<file path="src/rtl/mov_fsm_pkg.sv">
// Shared types and constants for the MOV controller: state encoding, opcode and register codes.
// Configuration macro MOV_FSM_PREGS_EN (see mov_fsm.sv) decides whether P0/P1 codes are accepted.
package mov_fsm_pkg;

   typedef enum logic [1:0] {
      ST_IDLE     = 2'd0,
      ST_DECODE   = 2'd1,
      ST_TRANSFER = 2'd2,
      ST_DONE     = 2'd3
   } state_t;

   localparam logic [3:0] MOV_OPCODE = 4'b0110;

   localparam int unsigned NUM_REGS = 6;

   localparam logic [2:0] REG_G0 = 3'd0;
   localparam logic [2:0] REG_G1 = 3'd1;
   localparam logic [2:0] REG_G2 = 3'd2;
   localparam logic [2:0] REG_G3 = 3'd3;
   localparam logic [2:0] REG_P0 = 3'd4;
   localparam logic [2:0] REG_P1 = 3'd5;

endpackage

</file>
<file path="src/rtl/mov_reg_decoder.sv">
// Maps a 3-bit register code to a one-hot select vector, gated by an enable.
// Bit order of sel: [0]=G0 [1]=G1 [2]=G2 [3]=G3 [4]=P0 [5]=P1; codes 6 and 7 select nothing.
module mov_reg_decoder
   import mov_fsm_pkg::*;
(
   input  logic [2:0]          code,
   input  logic                en,
   output logic [NUM_REGS-1:0] sel
);

   always_comb begin
      // NOTE: every output gets a default before the case so no path leaves it unassigned (no latch).
      sel = '0;
      if (en) begin
         case (code)
            REG_G0:  sel[0] = 1'b1;
            REG_G1:  sel[1] = 1'b1;
            REG_G2:  sel[2] = 1'b1;
            REG_G3:  sel[3] = 1'b1;
            REG_P0:  sel[4] = 1'b1;
            REG_P1:  sel[5] = 1'b1;
            default: sel    = '0;
         endcase
      end
   end

endmodule

</file>
<file path="src/rtl/mov_fsm.sv">
// Four-state MOV controller: latches a MOV word, drives one source/destination enable pair, then strobes done/PC_inc.
// Define MOV_FSM_PREGS_EN to make P0/P1 (codes 4, 5) legal operands; otherwise they are invalid and their enables tie to 0.
module mov_fsm
   import mov_fsm_pkg::*;
(
   input  logic        clk,
   input  logic        rst,
   input  logic [15:0] fullBitNum,
   output logic        PC_inc,
   output logic        done,
   output logic        G0_in,
   output logic        G1_in,
   output logic        G2_in,
   output logic        G3_in,
   output logic        P0_in,
   output logic        P1_in,
   output logic        G0_out,
   output logic        G1_out,
   output logic        G2_out,
   output logic        G3_out,
   output logic        P0_out,
   output logic        P1_out
);

   state_t               state_q, state_d;
   logic [2:0]           src_q, dst_q;
   logic                 start;
   logic                 src_ok, dst_ok, xfer_en;
   logic [NUM_REGS-1:0]  src_sel, dst_sel;
   logic                 unused_bits;

   // Only the opcode and the two register codes matter; the reserved field is deliberately dropped.
   assign start       = (fullBitNum[15:12] == MOV_OPCODE);
   assign unused_bits = ^fullBitNum[11:6];

   always_ff @(posedge clk or negedge rst) begin
      if (!rst) begin
         state_q <= ST_IDLE;
         src_q   <= '0;
         dst_q   <= '0;
      end else begin
         // NOTE: sequential state uses non-blocking assignments so every flop samples pre-edge values.
         state_q <= state_d;
         if (state_q == ST_IDLE && start) begin
            src_q <= fullBitNum[2:0];
            dst_q <= fullBitNum[5:3];
         end
      end
   end

   always_comb begin
      state_d = state_q;
      unique case (state_q)
         ST_IDLE:     state_d = start ? ST_DECODE : ST_IDLE;
         ST_DECODE:   state_d = ST_TRANSFER;
         ST_TRANSFER: state_d = ST_DONE;
         ST_DONE:     state_d = ST_IDLE;
         default:     state_d = ST_IDLE;
      endcase
   end

`ifdef MOV_FSM_PREGS_EN
   assign src_ok = (src_q <= REG_P1);
   assign dst_ok = (dst_q <= REG_P1);
`else
   assign src_ok = (src_q <= REG_G3);
   assign dst_ok = (dst_q <= REG_G3);
`endif

   // A single bad operand suppresses the whole transfer rather than half of it.
   assign xfer_en = (state_q == ST_TRANSFER) && src_ok && dst_ok;

   mov_reg_decoder u_src_dec (
      .code (src_q),
      .en   (xfer_en),
      .sel  (src_sel)
   );

   mov_reg_decoder u_dst_dec (
      .code (dst_q),
      .en   (xfer_en),
      .sel  (dst_sel)
   );

   assign done   = (state_q == ST_DONE);
   assign PC_inc = (state_q == ST_DONE);

   assign G0_in  = dst_sel[0];
   assign G1_in  = dst_sel[1];
   assign G2_in  = dst_sel[2];
   assign G3_in  = dst_sel[3];
   assign G0_out = src_sel[0];
   assign G1_out = src_sel[1];
   assign G2_out = src_sel[2];
   assign G3_out = src_sel[3];

`ifdef MOV_FSM_PREGS_EN
   assign P0_in  = dst_sel[4];
   assign P1_in  = dst_sel[5];
   assign P0_out = src_sel[4];
   assign P1_out = src_sel[5];
`else
   logic unused_psel;
   assign unused_psel = ^{dst_sel[5:4], src_sel[5:4]};
   assign P0_in  = 1'b0;
   assign P1_in  = 1'b0;
   assign P0_out = 1'b0;
   assign P1_out = 1'b0;
`endif

endmodule

</file>
<file path="config.mk">
export PLATFORM = sky130hd
export DESIGN_NAME = mov_fsm
export DESIGN_NICKNAME = d
export VERILOG_FILES = /design/src/rtl/mov_fsm_pkg.sv /design/src/rtl/mov_reg_decoder.sv /design/src/rtl/mov_fsm.sv
export SDC_FILE = /design/constraint.sdc
export NUM_CORES = 1
export LEC_CHECK = 0
export ABC_AREA = 1
export BUFFER_PORTS_ARGS = -buffer_cell sky130_fd_sc_hd__buf_2
export CORE_AREA = 4 4 41 43
export DETAILED_ROUTE_END_ITERATION = 16
export DIE_AREA = 0 0 45 47
export MAX_ROUTING_LAYER = met4
export PLACE_DENSITY = 0.79
export SKIP_LAST_GASP = 1
export SLEW_MARGIN = 15
export SYNTH_ARGS = -nofsm -noshare
export SYNTH_HDL_FRONTEND = slang
export SYNTH_SLANG_ARGS = --single-unit
</file>
<file path="constraint.sdc">
create_clock -name clk -period 1.5 [get_ports clk]
set_input_delay 0.075 -clock clk [delete_from_list [all_inputs] [get_ports clk]]
set_output_delay 0.075 -clock clk [all_outputs]
set_load 0.02 [all_outputs]
</file>
==> results of run 1 <==
-- flip-flops by register name (all words and copies together) (netlist names) --
register,flops
dst_q,3
src_q,3
state_q,2
-- worst max-delay path: stages, from the launching register on --
cell and delay, ns:
dfrtp_1 0.38, inv_2 0.09, ha_4 0.16, nand3_1 0.09, nor3_1 0.16, buf_2 0.20
-- kinds of logic after synthesis --
group           count (synthesis)
buf+inv                        15
fa+ha+maj                       3
simple gates                   37
other cells                     1
flops                           8
compound gates                  1
-- metrics by stage --
step | worst slack (ns) | utilization | hold slack, ns
2_1_floorplan | 0.216 | - | -0.221
3_3_place_gp | 0.346 | 0.472 | -0.0807
3_5_place_dp | 0.269 | 0.472 | -0.0820
4_1_cts | 0.0136 | 0.499 | 0.00939
5_1_grt | 0.0127 | 0.526 | 0.0268
6_report | 0.0921 | 0.526 | 0.0216
-- timing repair --
action	4_1_cts	5_1_grt
resized for setup	1	8
hold endpoints to repair	8	0
gates cloned	0	0
hold buffers	1	0
setup endpoints to repair	2	7
-- metal layers --
metal	global-route usage	wire length, um	part of all wire
met2	0.172	502	0.49
met5	-	0	0
met4	0.111	10	0.0097
met3	0.0268	89	0.087
met1	0.151	425	0.41
-- synthesized netlist by cell type (2+ instances only) --
library cell / instances
nor3_1: 6
ha_1: 3
dfrtp_1: 8
inv_1: 8
nor2_4: 2
nand3_2: 2
nand2_1: 21
buf_4: 5
nor2_1: 2
-- worst paths after layout --
check	endpoint	from	slack (ns)	cells after the start
max in group asynchronous	state_q[0]	rst	1.14	2
min	dst_q[1]	fullBitNum[4]	0.02	3
max reg2reg	src_q[0]	state_q[1]	0.31	7
max	G1_in	state_q[0]	0.09	5
min in group asynchronous	src_q[1]	rst	0.20	2
min reg2reg	src_q[2]	src_q[2]	0.49	2
-- cell type report --
type                            instances  area share
Multi-Input combinational cell         45       0.417
Sequential cell                         8       0.293
Timing Repair Buffer                   22       0.176
Inverter                               10      0.0548
Clock buffer                            3      0.0329
Tap cell                               15      0.0274
-- power by group --
part | internal [mW] | switching, mW | total [mW]
clock network | 0.0912 | 0.0686 | 0.160
logic | 0.206 | 0.344 | 0.551
registers | 0.322 | 0.117 | 0.439
total | 0.620 | 0.530 | 1.15
==> summary.md, run 1 <==
| Metric | Value |
|---|---|
| Status | `complete, no violations` |
| Via/cell ratio | `between 4 and 5` |
| First-pass GRT wire length | `about 1800 um` |
| Vias in the first global route | `446` |
| Mux contribution to synthesized area | `0` |
| Cell area after layout | `slightly below 700 um2` |
| VDD IR max | `between 0.6 and 0.7 mV` |
| Largest family of logic cells by synthesized area | `simple AND/OR/NAND/NOR gates` |
| Final-layout fill cell count | `135` |
| Synthesized flop and latch total | `8` |
| Core area | `0.00130 mm2` |
| Register area | `~200 um2` |
| Inst Count DP | `99` |
| Ys async rst share | `1.00` |
| Max FO, Critical Path | `4` |
| Final Setup Violations | `0` |
| H-tree levels | `1` |
| Placement Rows | `13` |
| Simple-Gate Fraction of Synth Area | `0.378` |
| PD cells | `around 1700 mW/mm2` |
| Cells after synthesis | `65` |
| P&R area growth vs syn | `32.4%` |
| Critical path data required time | `1.42 ns` |
| Clk slew on worst S/H paths | `0.05 ns` |
| DPL Wire Length | `between 800 and 900 um` |
| Warnings from Yosys | `0` |
| Fraction of layout instances using a drive strength above 1 | `0.420` |
| Drc violations | `0` |
| Sequential area share after synthesis | `0.387` |
| GRT Util Overall | `0.125` |
| Multi-input logic area | `between 200 and 300 um2` |
| Synthesized area per cell | `7.95 um2` |
| Clock sink count | `8` |
| Total CTS buffers | `3` |
| Full die area | `0.00212 mm2` |
| Clk Latency, worst-skew pair | `0.25 ns` |
| Mapped Area | `517 um2` |
| Die height | `47 um` |
| Max Cap Viol | `0` |
| Crit path launch type | `flip-flop` |
| Critical path type | `flip-flop to output port` |
| Final-report max-slew violation count | `0` |
| Tmin final | `about 1.4 ns` |
| Total power | `roughly 1.1 mW` |
| Number of synthesized flops with an enable pin | `0` |
| Fmax | `710 MHz` |
| Final Skew | `0.00305 ns` |
| Gpl congestion | `0.721` |
| Area share of the largest cell type after synthesis | `0.387` |
| Wire per inst | `9.97 um` |
| Grt ovf | `0` |
| # IOs | `32` |
| Worst hold path class | `primary input to flip-flop` |
| DRT Wirelength | `1030 um` |
| Crit end category | `output port` |
| RSZ-0062 raised after global routing | `no` |
| Post-synthesis adder-cell area fraction | `0.0726` |
| Synth cell types | `17` |
| Final hold violations | `0` |
| Vias | `460` |
| Compound-cell area share of the yosys netlist | `0.00969` |
| Largest net degree at the start of global routing | `9` |
| CTS tree | `yes` |
| Final worst path period share | `0.939` |
| Most frequent cells in the layout | `21 x nand2_1, 19 x buf_2, 8 x dfrtp_1, 7 x inv_1` |
| Initial antenna violation count | `0` |
| Die W | `between 40 and 50 um` |
| Number of DRC markers in iteration 0 | `11` |
| Iteration count of the initial detailed-routing pass | `4` |
| N_diodes | `0` |
| Synth Area in XOR/XNOR | `0` |
| CTS root buf | `clkbuf_4` |
| Non-filler cells, final | `103` |
| Main synth FF type | `dfrtp_1` |
| Setup_tns | `0 ns` |
| Setup bufs post-CTS | `0` |
| Buffers added on ports | `21` |
| Placed inst area | `614 um2` |
| Initial Util | `0.397` |
| Leakage | `0.380 nW` |
| Final net count | `111` |
| Worst endpoint data arrival time | `1.33 ns` |
| Longest Clk Path Bufs | `2` |
| Most common cell after layout, fill and taps aside | `nand2_1` |
| Synth area leader | `dfrtp_1` |
| Synth area leaders | `dfrtp_1 39%, nand2_1 15%, buf_4 7.3%, ha_1 7.3%, nor3_1 5.8%` |
| Antenna viol nets, final | `0` |
Power figures use the tool's default switching activity.
==> run 2, diff against run 1 <==
Settings changed: ABC_AREA 1 to 0, PLACE_DENSITY 0.79 to 0.69.
==> summary.md, run 2 <==
| Metric | Value |
|---|---|
| Final worst path period share | `1.10 (+0.162)` |
| Final WS setup | `-0.151 ns (-0.244 ns)` |
| Largest net degree at the start of global routing | `9 (unchanged)` |
| Crit path top cell by count | `inv_2` |
| Gpl congestion | `0.759 (+5.4%)` |
| CTS tree | `yes` |
| Placement Rows | `13 (unchanged)` |
| Crit path launch type | `flip-flop` |
| Dpl ws | `-0.00394 ns (-0.273 ns)` |
| Synth area leader | `dfrtp_1` |
| WHS | `0.0470 ns (+0.0254 ns)` |
| Most common cell after layout, fill and taps aside | `buf_2` |
| Core area | `0.00130 mm2 (unchanged)` |
| Clock sink count | `8 (unchanged)` |
| Non-filler cells, final | `85 (-17%)` |
| Final Skew | `0.00350 ns (+0.000455 ns)` |
| Worst hold path class | `primary input to flip-flop` |
| RSZ-0062 raised after global routing | `yes` |
| Clk Latency, worst-skew pair | `0.25 ns (about the same)` |
| Longest Clk Path Bufs | `2 (unchanged)` |
| Synthesized flop and latch total | `8 (unchanged)` |
| First-pass GRT wire length | `1590 um (-12%)` |
| DPL Wire Length | `718 um (-14%)` |
| Final hold violations | `0 (unchanged)` |
| VDD IR max | `0.749 mV (+10%)` |
| P&R area growth vs syn | `49.3%` |
| Buffers added on ports | `21 (unchanged)` |
| Synth cell count leaders | `8 x dfrtp_1, 6 x mux2_2, 5 x buf_4` |
| Tmin final | `1.65 ns (+0.244 ns)` |
| Initial antenna violation count | `0 (unchanged)` |
| Sequential area share after synthesis | `0.429 (+0.0415)` |
| Antenna viol nets, final | `0 (unchanged)` |
| Main synth FF type | `dfrtp_1` |
| Max Cap Viol | `0 (unchanged)` |
| Iteration count of the initial detailed-routing pass | `4 (unchanged)` |
| Die W | `45 um (unchanged)` |
| Mapped Area | `467 um2 (-9.7%)` |
| Most frequent cells in the layout | `14 x buf_2, 10 x buf_4, 8 x dfrtp_1, 6 x mux2_2, 4 x conb_1` |
| Number of synthesized flops with an enable pin | `0 (unchanged)` |
| Register-to-Register Setup Slack | `-0.05 ns (-0.36 ns)` |
| Final-layout fill cell count | `124 (-8.1%)` |
| Full die area | `0.00212 mm2 (unchanged)` |
| Die height | `47 um (unchanged)` |
| Critical path data required time | `1.42 ns (about the same)` |
| # IOs | `32 (unchanged)` |
| Wire per inst | `12.1 um (+21%)` |
| Number of DRC markers in iteration 0 | `1 (-10)` |
| Max FO, Critical Path | `3 (-1)` |
| Most common cell in the netlist | `dfrtp_1` |
| Status | `finished, violations left` |
| Biggest regs | `dst_q (3), src_q (3), state_q (2)` |
| Family with the most delay on the worst path | `simple AND/OR/NAND/NOR gates` |
| Grt ovf | `0 (unchanged)` |
| GRT Util Overall | `0.116 (-0.00836)` |
| Worst path slowest cell | `dfrtp_1` |
| Vias | `397 (-14%)` |
| N_diodes | `0 (unchanged)` |
| Fraction of layout instances using a drive strength above 1 | `0.671 (+0.251)` |
| CP bufs+invs | `3 (+1)` |
| Clk slew on worst S/H paths | `0.06 ns (about the same)` |
| Worst endpoint data arrival time | `1.58 ns (+0.25 ns)` |
| Area share of the largest cell type after synthesis | `0.429 (+0.0415)` |
| CTS root buf | `clkbuf_4` |
| Crit end category | `output port` |
| Violations in the final reports | `setup timing` |
| Drc violations | `0 (unchanged)` |
| Critical path type | `flip-flop to output port` |
| Critical-path cell list | `inv_2, ha_4, inv_2, or3_4, nor3b_2, buf_4` |
| Final-report max-slew violation count | `0 (unchanged)` |
| Cells after synthesis | `42 (-35%)` |
| H-tree levels | `1 (unchanged)` |
| Setup_tns | `-0.799 ns (-0.799 ns)` |
| Fmax | `606 MHz (-15%)` |
| Vias in the first global route | `374 (-16%)` |
| Crit path largest cell delay | `0.40 ns (+0.02 ns)` |
| Total CTS buffers | `3 (unchanged)` |
| Ys async rst share | `1.00 (unchanged)` |
| Via/cell ratio | `4.67 (+4.6%)` |
| Initial Util | `0.359 (-0.0385)` |
| Synthesized area per cell | `11.1 um2 (+40%)` |
| Leakage | `0.354 nW (-6.8%)` |
| PD cells | `1710 mW/mm2 (+1.9%)` |
| Synth area leaders | `dfrtp_1 43%, mux2_2 14%, buf_4 8.0%, ha_1 8.0%, nand4_4 4.6%` |
| Final net count | `93 (-16%)` |
| Final Setup Violations | `14 (+14)` |
| Inst Count DP | `77 (-22%)` |
| Fin util | `0.536 (+0.00961)` |
| Synth cell types | `16 (-1)` |
| DRT Wirelength | `1030 um (+0.19%)` |
| Warnings from Yosys | `0 (unchanged)` |
## run 2: changes by cell type after synthesis, sizes merged, moves of 2 or more
cell,change
and3,+2
inv,-6
mux2,+6
nand2,-19
nand3,-4
nor3,-4
nor3b,+2
## run 2: cell type report
cell class | count | area (um2) | share of cell area
Sequential cell | 8 | 200 | 0.287
Timing Repair Buffer | 27 | 178 | 0.255
Multi-Input combinational cell | 29 | 267 | 0.382
Clock buffer | 3 | 22.5 | 0.0323
Tap cell | 15 | 18.8 | 0.0269
Inverter | 3 | 11.3 | 0.0162
## run 2: layer usage
metal  wire, um  global-route usage  up-vias
met5          0                   -        -
met4         27              0.0877        0
met3        105              0.0345        4
met2        487               0.189       22
met1        408               0.118      181
li1           -                   -      190
## run 2: cell families (layout without fill, tap and decap cells)
logic type      after synthesis  count (layout)  share of synthesized area
compound gates                1               1                     0.0107
fa+ha+maj                     3               3                     0.0804
buf+inv                       8              33                      0.105
flops                         8               8                      0.429
mux                           6               6                      0.145
other cells                   1               4                    0.00804
simple gates                 15              15                      0.223
## run 2: worst paths after layout
check	from	endpoint	cells past startpoint
worst max-delay path	state_q[0]	G1_out	6
worst min-delay path	fullBitNum[2]	src_q[2]	2
worst max register to register	state_q[0]	dst_q[1]	6
worst min register to register	dst_q[2]	dst_q[2]	1
max in group asynchronous	rst	src_q[1]	2
min in group asynchronous	rst	src_q[0]	2
## run 2: stage by stage
step | area [um2] | power [mW]
finish | 697 | 1.19
global route | 697 | 1.28
global placement | 572 | 0.840
CTS | 672 | 1.15
detailed placement | 572 | 0.863
floorplan | 478 | 0.731
## run 2: power breakdown
| group | internal [mW] | switching, mW | leakage [nW] |
|---|---|---|---|
| registers | 0.322 | 0.129 | 0.0983 |
| clock network | 0.0917 | 0.0750 | 0.0138 |
| logic | 0.303 | 0.273 | 0.242 |
## run 2: what timing repair did
item | 4_1_cts | 5_1_grt
hold endpoints to repair | 8 | 0
pin swaps | 3 | 0
gates cloned | 0 | 0
buffers inserted | 3 | 1
setup endpoints to repair | 8 | 8
hold buffers | 1 | 0
resized for setup | 14 | 4
